**src/rtl/color_detect_pkg.sv**
```systemverilog
`default_nettype none
// +----------------------------------------------------------------------+
// | color_detect_pkg : shared state codes, LED layout, default parameters|
// | Revision: 1.0                                                        |
// +----------------------------------------------------------------------+
package color_detect_pkg;

  localparam int DEF_N_SW        = 3;
  localparam int DEF_SYNC_STAGES = 2;
  localparam int DEF_DB_CYCLES   = 65536;
  localparam int DEF_CFG_TIMEOUT = 1048576;
  localparam int DEF_CFG_RETRIES = 3;

  typedef enum logic [2:0] {
    ST_CFG_START = 3'd0,
    ST_CFG_WAIT  = 3'd1,
    ST_ACTIVE    = 3'd2,
    ST_FLUSH     = 3'd3,
    ST_FAULT     = 3'd4
  } state_e;

  localparam int LED_STATE_LSB = 0;
  localparam int LED_STATE_W   = 3;
  localparam int LED_ERR_BIT   = 3;
  localparam int LED_FE_LSB    = 4;
  localparam int LED_FE_W      = 4;

  function automatic logic [7:0] pack_leds(input state_e st, input logic err,
                                           input logic [LED_FE_W-1:0] fe);
    logic [7:0] leds;
    leds = '0;
    leds[LED_STATE_LSB +: LED_STATE_W] = st;
    leds[LED_ERR_BIT]                  = err;
    leds[LED_FE_LSB +: LED_FE_W]       = fe;
    return leds;
  endfunction

endpackage
`default_nettype wire

```
**src/rtl/pipe_mode_ctrl_if.sv**
```systemverilog
`default_nettype none
// +----------------------------------------------------------------------+
// | pipe_mode_ctrl_if : frame/config handshake and filter control bundle |
// | Revision: 1.0                                                        |
// +----------------------------------------------------------------------+
interface pipe_mode_ctrl_if
  import color_detect_pkg::*;
#(
  parameter int N_SW = DEF_N_SW
);
  logic            i_sof;
  logic [N_SW-1:0] i_sw;
  logic            i_cfg_done;
  logic            o_cfg_start;
  logic            o_pipe_flush;
  logic [N_SW-1:0] o_filter_en;
  logic            o_cfg_error;
  logic [7:0]      o_status_leds;

  modport slave (
    input  i_sof, i_sw, i_cfg_done,
    output o_cfg_start, o_pipe_flush, o_filter_en, o_cfg_error, o_status_leds
  );

  modport master (
    output i_sof, i_sw, i_cfg_done,
    input  o_cfg_start, o_pipe_flush, o_filter_en, o_cfg_error, o_status_leds
  );
endinterface
`default_nettype wire

```
**src/rtl/sw_debounce.sv**
```systemverilog
`default_nettype none
// +----------------------------------------------------------------------+
// | sw_debounce : one switch channel, synchroniser plus hold debouncer   |
// | Revision: 1.0                                                        |
// +----------------------------------------------------------------------+
module sw_debounce
  import color_detect_pkg::*;
#(
  parameter int SYNC_STAGES = DEF_SYNC_STAGES,
  parameter int DB_CYCLES   = DEF_DB_CYCLES
) (
  input  logic i_sysclk,
  input  logic i_rstn,
  input  logic i_sw_async,
  output logic o_db
);

  localparam int              CNT_W    = $clog2(DB_CYCLES);
  localparam logic [CNT_W-1:0] CNT_LAST = CNT_W'(DB_CYCLES - 1);

  logic [SYNC_STAGES-1:0] sync_q, sync_d;
  logic                   sync_out;
  logic                   db_q, db_d;
  logic [CNT_W-1:0]       cnt_q, cnt_d;

  // The counter tallies disagreeing cycles; the last one flips db and restarts it.
  always_comb begin
    sync_d   = {sync_q[SYNC_STAGES-2:0], i_sw_async};
    sync_out = sync_q[SYNC_STAGES-1];
    db_d     = db_q;
    cnt_d    = '0;
    if (sync_out != db_q) begin
      if (cnt_q == CNT_LAST) begin
        db_d = sync_out;
      end else begin
        cnt_d = cnt_q + 1'b1;
      end
    end
  end

  always_ff @(posedge i_sysclk) begin
    if (!i_rstn) begin
      sync_q <= '0;
      db_q   <= 1'b0;
      cnt_q  <= '0;
    end else begin
      sync_q <= sync_d;
      db_q   <= db_d;
      cnt_q  <= cnt_d;
    end
  end

  assign o_db = db_q;

endmodule
`default_nettype wire

```
**src/rtl/pipe_mode_ctrl.sv**
```systemverilog
`default_nettype none
// +----------------------------------------------------------------------+
// | pipe_mode_ctrl : camera config sequencing and frame-aligned filters  |
// | Revision: 1.0                                                        |
// +----------------------------------------------------------------------+
module pipe_mode_ctrl
  import color_detect_pkg::*;
#(
  parameter int N_SW        = DEF_N_SW,
  parameter int SYNC_STAGES = DEF_SYNC_STAGES,
  parameter int DB_CYCLES   = DEF_DB_CYCLES,
  parameter int CFG_TIMEOUT = DEF_CFG_TIMEOUT,
  parameter int CFG_RETRIES = DEF_CFG_RETRIES
) (
  input  logic            i_sysclk,
  input  logic            i_rstn,
  pipe_mode_ctrl_if.slave bus
);

  localparam int               TMO_W    = $clog2(CFG_TIMEOUT + 1);
  localparam logic [TMO_W-1:0] TMO_LAST = TMO_W'(CFG_TIMEOUT - 1);
  localparam int               ATT_W    = $clog2(CFG_RETRIES + 1);
  localparam logic [ATT_W-1:0] ATT_MAX  = ATT_W'(CFG_RETRIES);
  localparam int               FE_LED_W = (N_SW < LED_FE_W) ? N_SW : LED_FE_W;

  logic [N_SW-1:0] db;

  for (genvar i = 0; i < N_SW; i++) begin : g_sw
    sw_debounce #(
      .SYNC_STAGES (SYNC_STAGES),
      .DB_CYCLES   (DB_CYCLES)
    ) u_sw_debounce (
      .i_sysclk   (i_sysclk),
      .i_rstn     (i_rstn),
      .i_sw_async (bus.i_sw[i]),
      .o_db       (db[i])
    );
  end

  state_e              state_q, state_d;
  logic                cfg_start_q, cfg_start_d;
  logic                flush_q, flush_d;
  logic [N_SW-1:0]     filter_q, filter_d;
  logic                err_q, err_d;
  logic [7:0]          leds_q, leds_d;
  logic [TMO_W-1:0]    tmo_q, tmo_d;
  logic [ATT_W-1:0]    att_q, att_d;
  logic [LED_FE_W-1:0] led_fe;

  // Outputs are derived from the next state so they register alongside it.
  always_comb begin
    state_d     = state_q;
    cfg_start_d = 1'b0;
    filter_d    = filter_q;
    err_d       = err_q;
    tmo_d       = tmo_q;
    att_d       = att_q;
    case (state_q)
      ST_CFG_START: begin
        cfg_start_d = 1'b1;
        tmo_d       = '0;
        att_d       = att_q + 1'b1;
        state_d     = ST_CFG_WAIT;
      end
      ST_CFG_WAIT: begin
        if (bus.i_cfg_done) begin
          state_d = ST_ACTIVE;
        end else if (tmo_q == TMO_LAST) begin
          if (att_q < ATT_MAX) begin
            state_d = ST_CFG_START;
          end else begin
            state_d  = ST_FAULT;
            err_d    = 1'b1;
            filter_d = '0;
          end
        end else begin
          tmo_d = tmo_q + 1'b1;
        end
      end
      ST_ACTIVE: begin
        if (db != filter_q) state_d = ST_FLUSH;
      end
      ST_FLUSH: begin
        if (bus.i_sof) begin
          filter_d = db;
          state_d  = ST_ACTIVE;
        end
      end
      ST_FAULT: begin
        err_d    = 1'b1;
        filter_d = '0;
      end
      default: state_d = ST_CFG_START;
    endcase

    flush_d                = (state_d == ST_FLUSH);
    led_fe                 = '0;
    led_fe[FE_LED_W-1:0]   = filter_d[FE_LED_W-1:0];
    leds_d                 = pack_leds(state_d, err_d, led_fe);
  end

  always_ff @(posedge i_sysclk) begin
    if (!i_rstn) begin
      state_q     <= ST_CFG_START;
      cfg_start_q <= 1'b0;
      flush_q     <= 1'b0;
      filter_q    <= '0;
      err_q       <= 1'b0;
      leds_q      <= '0;
      tmo_q       <= '0;
      att_q       <= '0;
    end else begin
      state_q     <= state_d;
      cfg_start_q <= cfg_start_d;
      flush_q     <= flush_d;
      filter_q    <= filter_d;
      err_q       <= err_d;
      leds_q      <= leds_d;
      tmo_q       <= tmo_d;
      att_q       <= att_d;
    end
  end

  assign bus.o_cfg_start   = cfg_start_q;
  assign bus.o_pipe_flush  = flush_q;
  assign bus.o_filter_en   = filter_q;
  assign bus.o_cfg_error   = err_q;
  assign bus.o_status_leds = leds_q;

endmodule
`default_nettype wire

```
**src/flat_wrapper.sv**
```systemverilog
// flat-port wrapper written by rule: the top's interface ports become plain ports
module pipe_mode_ctrl_flat import color_detect_pkg::*;
#(
  parameter int N_SW        = DEF_N_SW,
  parameter int SYNC_STAGES = DEF_SYNC_STAGES,
  parameter int DB_CYCLES   = DEF_DB_CYCLES,
  parameter int CFG_TIMEOUT = DEF_CFG_TIMEOUT,
  parameter int CFG_RETRIES = DEF_CFG_RETRIES
)
  (i_sysclk, i_rstn, bus_i_sof, bus_i_sw, bus_i_cfg_done, bus_o_cfg_start, bus_o_pipe_flush, bus_o_filter_en, bus_o_cfg_error, bus_o_status_leds);
  pipe_mode_ctrl_if #(.N_SW(N_SW)) bus_i ();
  input  logic i_sysclk;
  input  logic i_rstn;
  input wire logic [$bits(bus_i.i_sof)-1:0] bus_i_sof;
  input wire logic [$bits(bus_i.i_sw)-1:0] bus_i_sw;
  input wire logic [$bits(bus_i.i_cfg_done)-1:0] bus_i_cfg_done;
  output wire logic [$bits(bus_i.o_cfg_start)-1:0] bus_o_cfg_start;
  output wire logic [$bits(bus_i.o_pipe_flush)-1:0] bus_o_pipe_flush;
  output wire logic [$bits(bus_i.o_filter_en)-1:0] bus_o_filter_en;
  output wire logic [$bits(bus_i.o_cfg_error)-1:0] bus_o_cfg_error;
  output wire logic [$bits(bus_i.o_status_leds)-1:0] bus_o_status_leds;
  assign bus_i.i_sof = bus_i_sof;
  assign bus_i.i_sw = bus_i_sw;
  assign bus_i.i_cfg_done = bus_i_cfg_done;
  assign bus_o_cfg_start = bus_i.o_cfg_start;
  assign bus_o_pipe_flush = bus_i.o_pipe_flush;
  assign bus_o_filter_en = bus_i.o_filter_en;
  assign bus_o_cfg_error = bus_i.o_cfg_error;
  assign bus_o_status_leds = bus_i.o_status_leds;
  pipe_mode_ctrl #(.N_SW(N_SW), .SYNC_STAGES(SYNC_STAGES), .DB_CYCLES(DB_CYCLES), .CFG_TIMEOUT(CFG_TIMEOUT), .CFG_RETRIES(CFG_RETRIES)) u_core (.i_sysclk(i_sysclk), .i_rstn(i_rstn), .bus(bus_i));
endmodule
```
**config.mk**
```make
export PLATFORM = sky130hd
export DESIGN_NAME = pipe_mode_ctrl_flat
export DESIGN_NICKNAME = d
export VERILOG_FILES = /design/src/rtl/color_detect_pkg.sv /design/src/rtl/pipe_mode_ctrl_if.sv /design/src/rtl/sw_debounce.sv /design/src/rtl/pipe_mode_ctrl.sv /design/src/flat_wrapper.sv
export SDC_FILE = /design/constraint.sdc
export NUM_CORES = 1
export LEC_CHECK = 0
export ABC_AREA = 1
export ABC_CLOCK_PERIOD_IN_PS = 1600
export BUFFER_PORTS_ARGS = -buffer_cell sky130_fd_sc_hd__buf_2
export CAP_MARGIN = 20
export CORE_UTILIZATION = 55
export CTS_BUF_LIST = sky130_fd_sc_hd__clkbuf_4 sky130_fd_sc_hd__clkbuf_8 sky130_fd_sc_hd__clkbuf_16
export CTS_CLUSTER_SIZE = 16
export DETAILED_ROUTE_END_ITERATION = 10
export PLACE_DENSITY = 0.82
export SETUP_SLACK_MARGIN = 0.1
export SLEW_MARGIN = 5
export SYNTH_ARGS = -nofsm -noshare
export SYNTH_HDL_FRONTEND = slang
export SYNTH_SLANG_ARGS = --single-unit
```
**constraint.sdc**
```tcl
create_clock -name i_sysclk -period 1.6 [get_ports i_sysclk]
set_input_delay 0.08 -clock i_sysclk [delete_from_list [all_inputs] [get_ports i_sysclk]]
set_output_delay 0.08 -clock i_sysclk [all_outputs]
set_load 0.03 [all_outputs]
```
==> impl_summary.txt, run 1 <==
----------------------------------------------------
[Finish]
  Finished Core Util ... between 70% and 80%
  Relative area change from synthesis to final layout ... 33.1%
  Share of post-route cells with drive strength above 1 ... 36.5%
  Final net count ... approximately 730
  Area of combinational cells with multiple inputs ... 0.00277 sq mm
  Count of fill cells added during filler insertion ... 452
  Sequential standard cell area ... about 0.0018 sq mm
  Antenna Cells ... 0

[Synth]
  Top-area cell type share of the netlist area ... 40.5%
  Biggest area consumer among synthesized cells ... sky130_fd_sc_hd__dfxtp_1
  Synth cell types ... 39
  Synthesized area divided by synthesized cell count ... 6.99 sq um
  Sequential fraction of the synthesis area ... roughly 41%
  Cell with the most instances after synthesis ... sky130_fd_sc_hd__nand2_1
  Number of enable flip-flop cells after synthesis ... 0
  Number of warnings issued by yosys ... 0
  Synthesized cell area ... 0.00440 sq mm
  Most used DFF post-synth ... sky130_fd_sc_hd__dfxtp_1
  Flop and latch count out of synthesis ... 89
  Cell types occupying the most area after synthesis ... sky130_fd_sc_hd__dfxtp_1, sky130_fd_sc_hd__nand2_1, sky130_fd_sc_hd__nor2_1
  Top cells by count, synth ... sky130_fd_sc_hd__nand2_1, sky130_fd_sc_hd__nor2_1, sky130_fd_sc_hd__dfxtp_1
  Share of async-settable or async-resettable flops after synthesis ... 0%
  Cells after Synth ... 629
  Post-synthesis net count ... 641

[Setup path]
  Critical R2R Launch ... u_core.g_sw[0].u_sw_debounce.cnt_q[5]
  Arrival time at the worst endpoint ... 2010 ps
  Cell breakdown of the critical path ... buf_4 -> nand2_1 -> nor4_1 -> nand2_1 -> or2_2 -> a21oi_2
  Crit. path cell count ... 6
  Critical path peak fanout ... 3
  End of the worst register-to-register path ... u_core.g_sw[0].u_sw_debounce.cnt_q[15]
  Crit path max-delay family ... simple AND/OR/NAND/NOR gates
  Reg2reg setup slack ... -100 ps
  CP bufs+invs ... 1
  Worst setup path startpoint ... u_core.g_sw[0].u_sw_debounce.cnt_q[5]
  Critical Path End Type ... register
  Crit start category ... register
  Cell with the biggest individual delay on the critical path ... sky130_fd_sc_hd__nor4_1
  Slowest Stage Delay on Critical Path ... 410 ps
  Class of the most critical setup path ... register to register
  Library cell appearing most often on the critical path ... sky130_fd_sc_hd__nand2_1
  Worst reg-to-reg path cell count ... 6
  Worst endpoint required time ... 1910 ps

[Outcome]
  Status ... finished with violations
  Violated checks ... negative setup slack

[Placement]
  Number of port buffers ... 19
  GPL Wtd Cong ... 0.898
  Estimated wirelength of the detail-placed design ... around 7 mm

[GRT]
  First-pass GRT wire length ... 17.4 mm
  Busiest layer in global routing ... met2
  Met3 demand-to-capacity share in global routing ... 4.10%
  GR Util met2 ... 43.5%
  Met1 track demand over resource ... 32.1%
  Total GRT Usage ... 25.9%
  Maximum number of pins on one net before global-route repair ... 17
  Initial antenna violation count ... 0
  Global route total overflow ... 0
  Via count of the first global-routing pass ... slightly above 4000

[STA]
  Hold_ws ... 93.4 ps
  Number of max-slew violations in the final report ... 0
  Worst-case clock skew ... around 15 ps
  Final setup violation count ... 17
  Setup repair after global routing missed its margin ... true
  Endpoints failing hold ... 0
  Final worst setup slack ... -97.7 ps
  Part of the cycle the worst path needs ... 106%
  Highest clock rate ... 0.589 GHz
  Clock period minus worst slack ... around 1700 ps

[Die]
  Core Region ... 0.00773 sq mm
  Overall die height ... 91.4 microns
  Total die area ... 0.00836 sq mm
  Horizontal die dimension ... 91.4 microns
  Initial standard-cell utilization of the core ... 56.9%
  FP Rows ... 32
  Number of primary I/O pins ... 21

[Run]
  MaxCap Viol Count ... 0

[Route]
  Post-detailed-route via-to-cell ratio ... 5.69
  Via count of the routed design ... 4667
  Detail-routed net length per standard cell ... 15.7 microns
  First-iteration detailed-routing DRC count ... 383
  Number of detailed-route iterations in the first pass ... 5
  Remaining routing DRC violations ... 0
  Detailed Route WL ... 12.9 mm
  Antenna Violating Nets Remaining ... 0

[Power]
  Power Total ... 4230 uW
  Peak VDD IR ... 471 uV
  Static Leakage ... 0.00237 uW
  Power density of the placed cells ... approximately 720 mW/mm^2

[Min path]
  Endpoint of the worst hold-timing path ... u_core.bus.o_status_leds[1]
  Worst min path class ... input pin to register
  Start point of the worst hold path ... bus_i_cfg_done
  Hold Path Depth ... 3

[Clock tree]
  Buffer type at the clock tree root ... sky130_fd_sc_hd__clkbuf_8
  Clk_lat worst skew ... around 370 ps
  Clock edge transition at the registers on the reported setup and hold paths ... 100 ps
  Number of buffers added by the clock tree synthesis step ... 9
  Buffer levels on the longest clock path ... 2
  Clk sink count ... 89
  CTS tree ... yes
  CTS H-Tree Depth ... 3

----------------------------------------------------
per-layer routing:
metal,up-vias,share of wire [%]
met5,-,0
met2,293,47
met4,0,5.6
met1,2143,39
li1,2152,-
met3,79,8.9
cells by family after synthesis:
logic type | count (synthesis) | share of synthesized area, %
compound gates | 57 | 7.99
mux | 1 | 0.256
buf+inv | 93 | 9.05
other cells | 1 | 0.0853
simple gates | 359 | 35.9
fa+ha+maj | 5 | 1.42
xor+xnor | 24 | 4.78
flops | 89 | 40.5
power by group:
part / switching, uW / total, uW / internal, uW
Combinational: 304 / 479 / 176
Clock: 877 / 1480 / 600
Sequential: 26.6 / 2270 / 2240
metrics by stage:
stage / setup TNS (ps) / instances / cell area, sq um / setup WS [ps]
2_1_floorplan: 0 / 629 / 4470 / 86.5
3_3_place_gp: 0 / 776 / 4900 / 72.3
3_5_place_dp: -23.6 / 776 / 4900 / -21.3
4_1_cts: 0 / 804 / 5310 / 58.8
5_1_grt: -3320 / 820 / 5850 / -188
6_report: -758 / 820 / 5850 / -97.7
registers in the layout, summed over array words and instances, names as in the netlist, named ones only:
register                          cells
u_core.g_sw.u_sw_debounce.cnt_q      48
u_core.tmo_q                         21
u_core.g_sw.u_sw_debounce.sync_q      6
u_core.bus.o_status_leds              3
u_core.g_sw.u_sw_debounce.o_db        3
u_core.att_q                          2
u_core.bus.o_cfg_start                1
u_core.bus.o_pipe_flush               1
cells in the final DEF (no fill, tap or decap), drive strengths merged, types with 3 or more instances in the layout:
| cell type | n |
|---|---|
| buf | 82 |
| o21ai | 12 |
| or2 | 7 |
| ha | 5 |
| clkinvlp | 4 |
| dfxtp | 89 |
| xor2 | 10 |
| dlygate4sd3 | 3 |
| a21oi | 34 |
| clkbuf | 10 |
| nand4 | 9 |
| xnor2 | 14 |
| nand2 | 162 |
| nand3 | 41 |
| o21bai | 3 |
| inv | 81 |
| nor2 | 112 |
| a31oi | 4 |
| nor3 | 24 |
how the worst max path moves through the flow:
| stage | endpoint | slack [ps] |
|---|---|---|
| CTS | u_core.g_sw[0].u_sw_debounce.cnt_q[10] | 60 |
| global route | u_core.g_sw[0].u_sw_debounce.cnt_q[6] | -190 |
| finish | u_core.g_sw[0].u_sw_debounce.cnt_q[15] | -100 |
| global placement | u_core.g_sw[1].u_sw_debounce.cnt_q[8] | 70 |
| detailed placement | u_core.g_sw[1].u_sw_debounce.cnt_q[13] | -20 |
| floorplan | u_core.g_sw[0].u_sw_debounce.cnt_q[10] | 90 |
final cells by class:
cell class | count | area share, %
Clock buffer | 10 | 2.24
Clock inverter | 6 | 0.812
Inverter | 78 | 5.11
Multi-Input combinational cell | 449 | 47.3
Sequential cell | 89 | 31.1
Tap cell | 102 | 2.18
Timing Repair Buffer | 85 | 11.2
Timing Repair inverter | 1 | 0.128
worst min-delay path, stage by stage:
cell and delay, ps:
sky130_fd_sc_hd__buf_2 140, sky130_fd_sc_hd__o21ai_0 160, sky130_fd_sc_hd__nor3_1 50
what timing repair did:
action	CTS	global route
hold endpoints to repair	3	0
hold buffers	3	0
pin swaps	18	33
endpoints found under the setup margin	64	75
buffers inserted	8	16
gates cloned	2	1
gates resized for setup	36	122
No activity file was read; power rests on OpenSTA's default activity.
==> run 2: changes to the inputs <==
ABC_CLOCK_PERIOD_IN_PS = 1700   (was 1600)
CORE_UTILIZATION = 61   (was 55)
CTS_CLUSTER_DIAMETER = 60   (was unset)
PLACE_DENSITY = 0.86   (was 0.82)
clock period = 1.7 ns   (was 1.6 ns; I/O delays follow)
==> run 2 against run 1 <==
Fmax rose by 6.0%. Count of clock-buffer cells in the layout did not move. The run now ends clean. Largest power group unchanged. Sequential power fell by 6%. Global-route usage barely moved.
==> impl_summary.txt, run 2 (synthesis gave the netlist of run 1 again) <==
----------------------------------------------------
[Setup path]
  CP bufs+invs ... 1 (unchanged)
  Arrival time at the worst endpoint ... 1840 ps (-170 ps)
  Crit path max-delay family ... simple AND/OR/NAND/NOR gates
  Crit start category ... register
  Critical R2R Launch ... u_core.g_sw[1].u_sw_debounce.cnt_q[0]
  Worst endpoint required time ... 1940 ps (+30 ps)
  Worst setup path startpoint ... u_core.g_sw[1].u_sw_debounce.cnt_q[0]
  Critical Path End Type ... register
  Critical path peak fanout ... 5 (+2)
  Class of the most critical setup path ... register to register
  Library cell appearing most often on the critical path ... sky130_fd_sc_hd__nor2_4
  Slowest Stage Delay on Critical Path ... 370 ps (-40 ps)
  Cell with the biggest individual delay on the critical path ... sky130_fd_sc_hd__dfxtp_4
  Cell breakdown of the critical path ... ha_4 -> nand3_4 -> nor2_4 -> nand3_2 -> nor2_4 -> nand3b_1 -> nand2_4 -> clkbuf_16 -> nor2_1

[Run]
  MaxCap Viol Count ... 0 (unchanged)

[Die]
  Total die area ... 0.00755 sq mm (-9.6%)
  Overall die height ... 86.9 microns (-4.9%)
  Number of primary I/O pins ... 21 (unchanged)
  FP Rows ... 30 (-6.3%)
  Core Region ... 0.00687 sq mm (-11%)
  Initial standard-cell utilization of the core ... 64.0% (+7.1 points)
  Horizontal die dimension ... 86.9 microns (-4.9%)

[Finish]
  Antenna Cells ... 0 (unchanged)
  Final net count ... 700 (-3.4%)
  Share of post-route cells with drive strength above 1 ... 24.1% (-12 points)
  Relative area change from synthesis to final layout ... 21.5%
  Non-filler instance count after layout ... 788 (-3.9%)
  Register with the most flip-flops ... u_core.g_sw.u_sw_debounce.cnt_q
  Largest regs ... u_core.g_sw.u_sw_debounce.cnt_q: 48 flops, u_core.tmo_q: 21 flops, u_core.g_sw.u_sw_debounce.sync_q: 6 flops
  Most used cells in the layout excluding fill and tap cells ... sky130_fd_sc_hd__nand2_1, sky130_fd_sc_hd__nor2_1, sky130_fd_sc_hd__dfxtp_1, sky130_fd_sc_hd__inv_1, sky130_fd_sc_hd__buf_4
  Max reg flops ... 48 (unchanged)
  Commonest non-fill, non-tap cell in the layout ... sky130_fd_sc_hd__nand2_1

[Clock tree]
  Buffer type at the clock tree root ... sky130_fd_sc_hd__clkbuf_8
  Clock edge transition at the registers on the reported setup and hold paths ... 80 ps (-20 ps)
  Clk_lat worst skew ... 360 ps (about the same)
  Buffer levels on the longest clock path ... 2 (unchanged)
  Clk sink count ... 89 (unchanged)
  CTS H-Tree Depth ... 3 (unchanged)
  CTS tree ... yes
  Number of buffers added by the clock tree synthesis step ... 9 (unchanged)

[Outcome]
  Status ... finished clean

[Min path]
  Start point of the worst hold path ... i_rstn
  Worst min path class ... input pin to register

[GRT]
  Global route total overflow ... 0 (unchanged)
  First-pass GRT wire length ... 15.4 mm (-12%)
  Initial antenna violation count ... 0 (unchanged)
  Via count of the first global-routing pass ... 3741 (-7.9%)
  Total GRT Usage ... 26.0% (about the same)
  Maximum number of pins on one net before global-route repair ... 27 (+10)

[STA]
  Highest clock rate ... 0.624 GHz (+6.0%)
  Clock period minus worst slack ... 1600 ps (-96.3 ps)
  Worst-case clock skew ... 8.50 ps (-6.38 ps)
  Part of the cycle the worst path needs ... 94.2% (-12 points)
  Endpoints failing hold ... 0 (unchanged)
  Sum of negative setup slack ... 0 ps (+758 ps)
  Number of max-slew violations in the final report ... 0 (unchanged)
  Final setup violation count ... 0 (-17)
  Setup repair after global routing missed its margin ... true
  Hold_ws ... 55.7 ps (-37.7 ps)

[Route]
  Antenna Violating Nets Remaining ... 0 (unchanged)
  Remaining routing DRC violations ... 0 (unchanged)
  Detailed Route WL ... 9.86 mm (-23%)
  Post-detailed-route via-to-cell ratio ... 5.28 (-7.2%)
  Via count of the routed design ... 4161 (-11%)
  Detail-routed net length per standard cell ... 12.5 microns (-20%)
  Number of detailed-route iterations in the first pass ... 5 (unchanged)
  First-iteration detailed-routing DRC count ... 241 (-37%)

[Power]
  Power Total ... 3890 uW (-8.0%)
  Peak VDD IR ... 700 uV (+49%)
  Static Leakage ... 0.00221 uW (-6.8%)
  Power density of the placed cells ... 728 mW/mm^2 (+0.82%)

[Placement]
  Estimated wirelength of the detail-placed design ... 6.58 mm (-4.8%)
  Number of port buffers ... 19 (unchanged)
  GPL Wtd Cong ... 0.932 (+3.7%)
  Cell count after placement ... 760 (-2.1%)

----------------------------------------------------
-- run 2: path summary, 6_finish.rpt --
path / to / cells after the start / slack [ps]
setup reg to reg: u_core.g_sw[1].u_sw_debounce.cnt_q[6] / 9 / 100
hold reg to reg: u_core.g_sw[2].u_sw_debounce.sync_q[1] / 2 / 420
hold / removal: u_core.g_sw[1].u_sw_debounce.sync_q[1] / 3 / 60
setup / recovery: u_core.g_sw[1].u_sw_debounce.cnt_q[6] / 9 / 100
-- run 2: area by class of cell --
| cell class | count | area (sq um) |
|---|---|---|
| multi-input combinational | 447 | 2460 |
| timing repair buffer | 62 | 467 |
| fill | 469 | 1530 |
| tap | 96 | 120 |
| timing repair inverter | 1 | 7.51 |
| sequential | 89 | 1800 |
| clock inverter | 5 | 57.6 |
| inverter | 78 | 295 |
| clock buffer | 10 | 131 |
-- run 2: metal layers --
metal | part of all wire, % | global-route usage (%)
met2 | 51 | 46.0
met3 | 4.2 | 6.92
met5 | 0 | 0
met4 | 1.9 | 9.09
met1 | 43 | 30.1
-- run 2: through the flow --
stage / worst slack, ps / util (%) / area [sq um]
final: 98.5 / 77.8 / 5340
after global routing: 5.68 / 77.8 / 5340
after CTS: 94.1 / 73.7 / 5060
after detailed placement: 13.8 / 69.4 / 4770
after global placement: 86.5 / 69.4 / 4770
after floorplan: 101 / - / 4410
-- run 2: timing repair --
action | 4_1_cts | 5_1_grt
setup endpoints to repair | 48 | 70
pin swaps | 5 | 22
setup buffers | 2 | 6
gates resized for setup | 18 | 61
endpoints found under the hold margin | 3 | 0
hold buffers | 3 | 0
gates cloned | 1 | 1
-- run 2: tightest hold or removal path, cell delays in order --
cell and delay, ps:
sky130_fd_sc_hd__buf_2 170, sky130_fd_sc_hd__nand2_1 80, sky130_fd_sc_hd__inv_1 30
-- run 2: where the power goes --
group	switching (uW)	total (uW)	internal (uW)	leakage (uW)
registers	24.6	2140	2110	0.000727
logic	214	332	118	0.00138
clock network	729	1420	688	0.0000995
==> run 3: changes to the inputs <==
BUFFER_PORTS_ARGS = -buffer_cell sky130_fd_sc_hd__buf_4   (was -buffer_cell sky130_fd_sc_hd__buf_2)
CORE_ASPECT_RATIO = 0.75   (was unset)
==> run 3 against run 2 <==
Die area is essentially flat. Utilization shrank 0.26 points. Setup slack gained 51 ps. Register-to-register slack gained 50 ps. Critical path type unchanged. Largest cell class unchanged. Sequential share of layout area grew 0.23 points. Count of clock-buffer cells in the layout grew 1.
==> impl_summary.txt, run 3 (synthesis gave the netlist of run 1 again) <==
----------------------------------------------------
[Route]
  Antenna Violating Nets Remaining ... 0 (unchanged)
  Number of detailed-route iterations in the first pass ... 5 (unchanged)
  Post-detailed-route via-to-cell ratio ... 5.28 (about the same)
  Remaining routing DRC violations ... 0 (unchanged)
  First-iteration detailed-routing DRC count ... 277 (+15%)
  Detail-routed net length per standard cell ... 13.1 microns (+4.4%)
  Via count of the routed design ... 4160 (-0.024%)
  Detailed Route WL ... 10.3 mm (+4.4%)

[Finish]
  Most used cells in the layout excluding fill and tap cells ... sky130_fd_sc_hd__nand2_1, sky130_fd_sc_hd__nor2_1, sky130_fd_sc_hd__inv_1, sky130_fd_sc_hd__dfxtp_1, sky130_fd_sc_hd__buf_4
  Share of post-route cells with drive strength above 1 ... 23.9% (-0.22 points)
  Antenna Cells ... 0 (unchanged)
  Max reg flops ... 48 (unchanged)
  Register with the most flip-flops ... u_core.g_sw.u_sw_debounce.cnt_q
  Commonest non-fill, non-tap cell in the layout ... sky130_fd_sc_hd__nand2_1
  Relative area change from synthesis to final layout ... 21.5% (about the same)
  Count of fill cells added during filler insertion ... 465 (-0.85%)
  Final net count ... 698 (-0.29%)
  Finished Cell Area ... 0.00535 sq mm (about the same)
  Largest regs ... u_core.g_sw.u_sw_debounce.cnt_q: 48 flops, u_core.tmo_q: 21 flops, u_core.g_sw.u_sw_debounce.sync_q: 6 flops

[Die]
  Total die area ... 0.00756 sq mm (about the same)
  Initial standard-cell utilization of the core ... 63.8% (-0.26 points)
  Overall die height ... 75.5 microns (-13%)
  FP Rows ... 26 (-13%)
  Horizontal die dimension ... 100 microns (+15%)
  Core Region ... 0.00690 sq mm (+0.40%)
  Number of primary I/O pins ... 21 (unchanged)

[Min path]
  Worst min path class ... input pin to register

[Clock tree]
  Clk sink count ... 89 (unchanged)
  Clk_lat worst skew ... 360 ps (about the same)
  CTS tree ... yes
  CTS H-Tree Depth ... 3 (unchanged)
  Clock edge transition at the registers on the reported setup and hold paths ... 90 ps (about the same)
  Buffer type at the clock tree root ... sky130_fd_sc_hd__clkbuf_8
  Number of buffers added by the clock tree synthesis step ... 9 (unchanged)
  Buffer levels on the longest clock path ... 2 (unchanged)

[GRT]
  Via count of the first global-routing pass ... 3577 (-4.4%)
  Total GRT Usage ... 27.2% (+1.2 points)
  First-pass GRT wire length ... 16.1 mm (+4.5%)
  Maximum number of pins on one net before global-route repair ... 17 (-37%)
  Initial antenna violation count ... 0 (unchanged)
  Global route total overflow ... 0 (unchanged)

[STA]
  Highest clock rate ... 0.645 GHz (+3.3%)
  Hold_ws ... 31.8 ps (-23.9 ps)
  Final setup violation count ... 0 (unchanged)
  Clock period minus worst slack ... 1550 ps (-50.7 ps)
  Number of max-slew violations in the final report ... 0 (unchanged)
  Worst-case clock skew ... 7.11 ps (-1.39 ps)
  Sum of negative setup slack ... 0 ps (unchanged)
  Setup repair after global routing missed its margin ... true
  Part of the cycle the worst path needs ... 91.2% (-3.0 points)
  Endpoints failing hold ... 0 (unchanged)

[Power]
  Peak VDD IR ... 802 uV (+15%)
  Static Leakage ... 0.00214 uW (-3.0%)
  Power Total ... 3950 uW (+1.7%)
  Power density of the placed cells ... 740 mW/mm^2 (+1.6%)

[Setup path]
  Critical Path End Type ... register
  Cell breakdown of the critical path ... ha_4 -> inv_2 -> nor2_4 -> nand2_4 -> nor2_8 -> nand2_4 -> a21oi_4 -> buf_6 -> nand2_2 -> a21oi_2
  CP bufs+invs ... 2 (+1)
  Library cell appearing most often on the critical path ... sky130_fd_sc_hd__nand2_4
  Critical path peak fanout ... 8 (+3)
  Slowest Stage Delay on Critical Path ... 370 ps (about the same)
  Crit start category ... register
  Class of the most critical setup path ... register to register
  Worst endpoint required time ... 2000 ps (+60 ps)
  Cell with the biggest individual delay on the critical path ... sky130_fd_sc_hd__dfxtp_2
  Crit path max-delay family ... simple AND/OR/NAND/NOR gates
  Arrival time at the worst endpoint ... 1850 ps (about the same)

[Run]
  MaxCap Viol Count ... 0 (unchanged)

[Placement]
  Number of port buffers ... 19 (unchanged)
  Post-DP Area ... 0.00479 sq mm (+0.58%)
  Estimated wirelength of the detail-placed design ... 6.75 mm (+2.5%)
  GPL Wtd Cong ... 0.879 (-5.7%)

[Outcome]
  Status ... finished clean

----------------------------------------------------
-- run 3: report_power, final --
group | internal, uW | switching (uW) | total, uW
clock network | 730 | 727 | 1460
logic | 133 | 226 | 359
registers | 2110 | 24.7 | 2140
total | 2980 | 978 | 3950
-- run 3: timing repair --
action / CTS / global route
resized for setup: 21 / 54
hold buffers: 3 / 0
endpoints found under the hold margin: 3 / 0
pin swaps: 10 / 20
endpoints found under the setup margin: 65 / 74
buffers inserted: 2 / 7
gates cloned: 2 / 0
-- run 3: final cells by class --
type                    instances  area [sq um]  share of cell area, %
multi-input cells             448          2420                   45.4
flip-flops and latches         89          1820                   34.0
repair buffers                 59           474                   8.87
inverters                      78           299                   5.59
clock buffers                  11           145                   2.72
well taps                      98           123                   2.29
clock inverters                 4          53.8                   1.01
repair inverters                1          7.51                  0.140
-- run 3: final timing paths --
| path | from | to | slack, ps | cells past startpoint |
|---|---|---|---|---|
| setup / recovery | u_core.tmo_q[1] | u_core.tmo_q[16] | 150 | 10 |
| hold / removal | i_rstn | u_core.g_sw[0].u_sw_debounce.sync_q[1] | 30 | 3 |
| setup reg to reg | u_core.tmo_q[1] | u_core.tmo_q[16] | 150 | 10 |
| hold reg to reg | u_core.g_sw[0].u_sw_debounce.sync_q[0] | u_core.g_sw[0].u_sw_debounce.sync_q[1] | 410 | 2 |
-- run 3: per-layer routing --
metal | vias up | global-route usage [%] | part of all wire, %
li1 | 2091 | - | -
met1 | 1905 | 34.8 | 44
met2 | 138 | 44.9 | 48
met3 | 26 | 8.17 | 6.6
met4 | 0 | 8.70 | 1.6
met5 | - | 0 | 0
-- run 3: worst reg2reg max path, stage by stage, from the launching register on --
cell and delay (ps):
sky130_fd_sc_hd__dfxtp_2 370, sky130_fd_sc_hd__ha_4 140, sky130_fd_sc_hd__inv_2 40, sky130_fd_sc_hd__nor2_4 110, sky130_fd_sc_hd__nand2_4 100, sky130_fd_sc_hd__nor2_8 120, sky130_fd_sc_hd__nand2_4 80, sky130_fd_sc_hd__a21oi_4 180
sky130_fd_sc_hd__buf_6 160, sky130_fd_sc_hd__nand2_2 60, sky130_fd_sc_hd__a21oi_2 130
-- run 3: through the flow --
stage / cells / setup slack (ps) / util, %
6_report: 788 / 149 / 77.5
5_1_grt: 788 / 36.4 / 77.5
4_1_cts: 781 / 98.9 / 74.4
3_5_place_dp: 759 / -55.6 / 69.5
3_3_place_gp: 759 / 77.9 / 69.5
2_1_floorplan: 629 / 101 / -
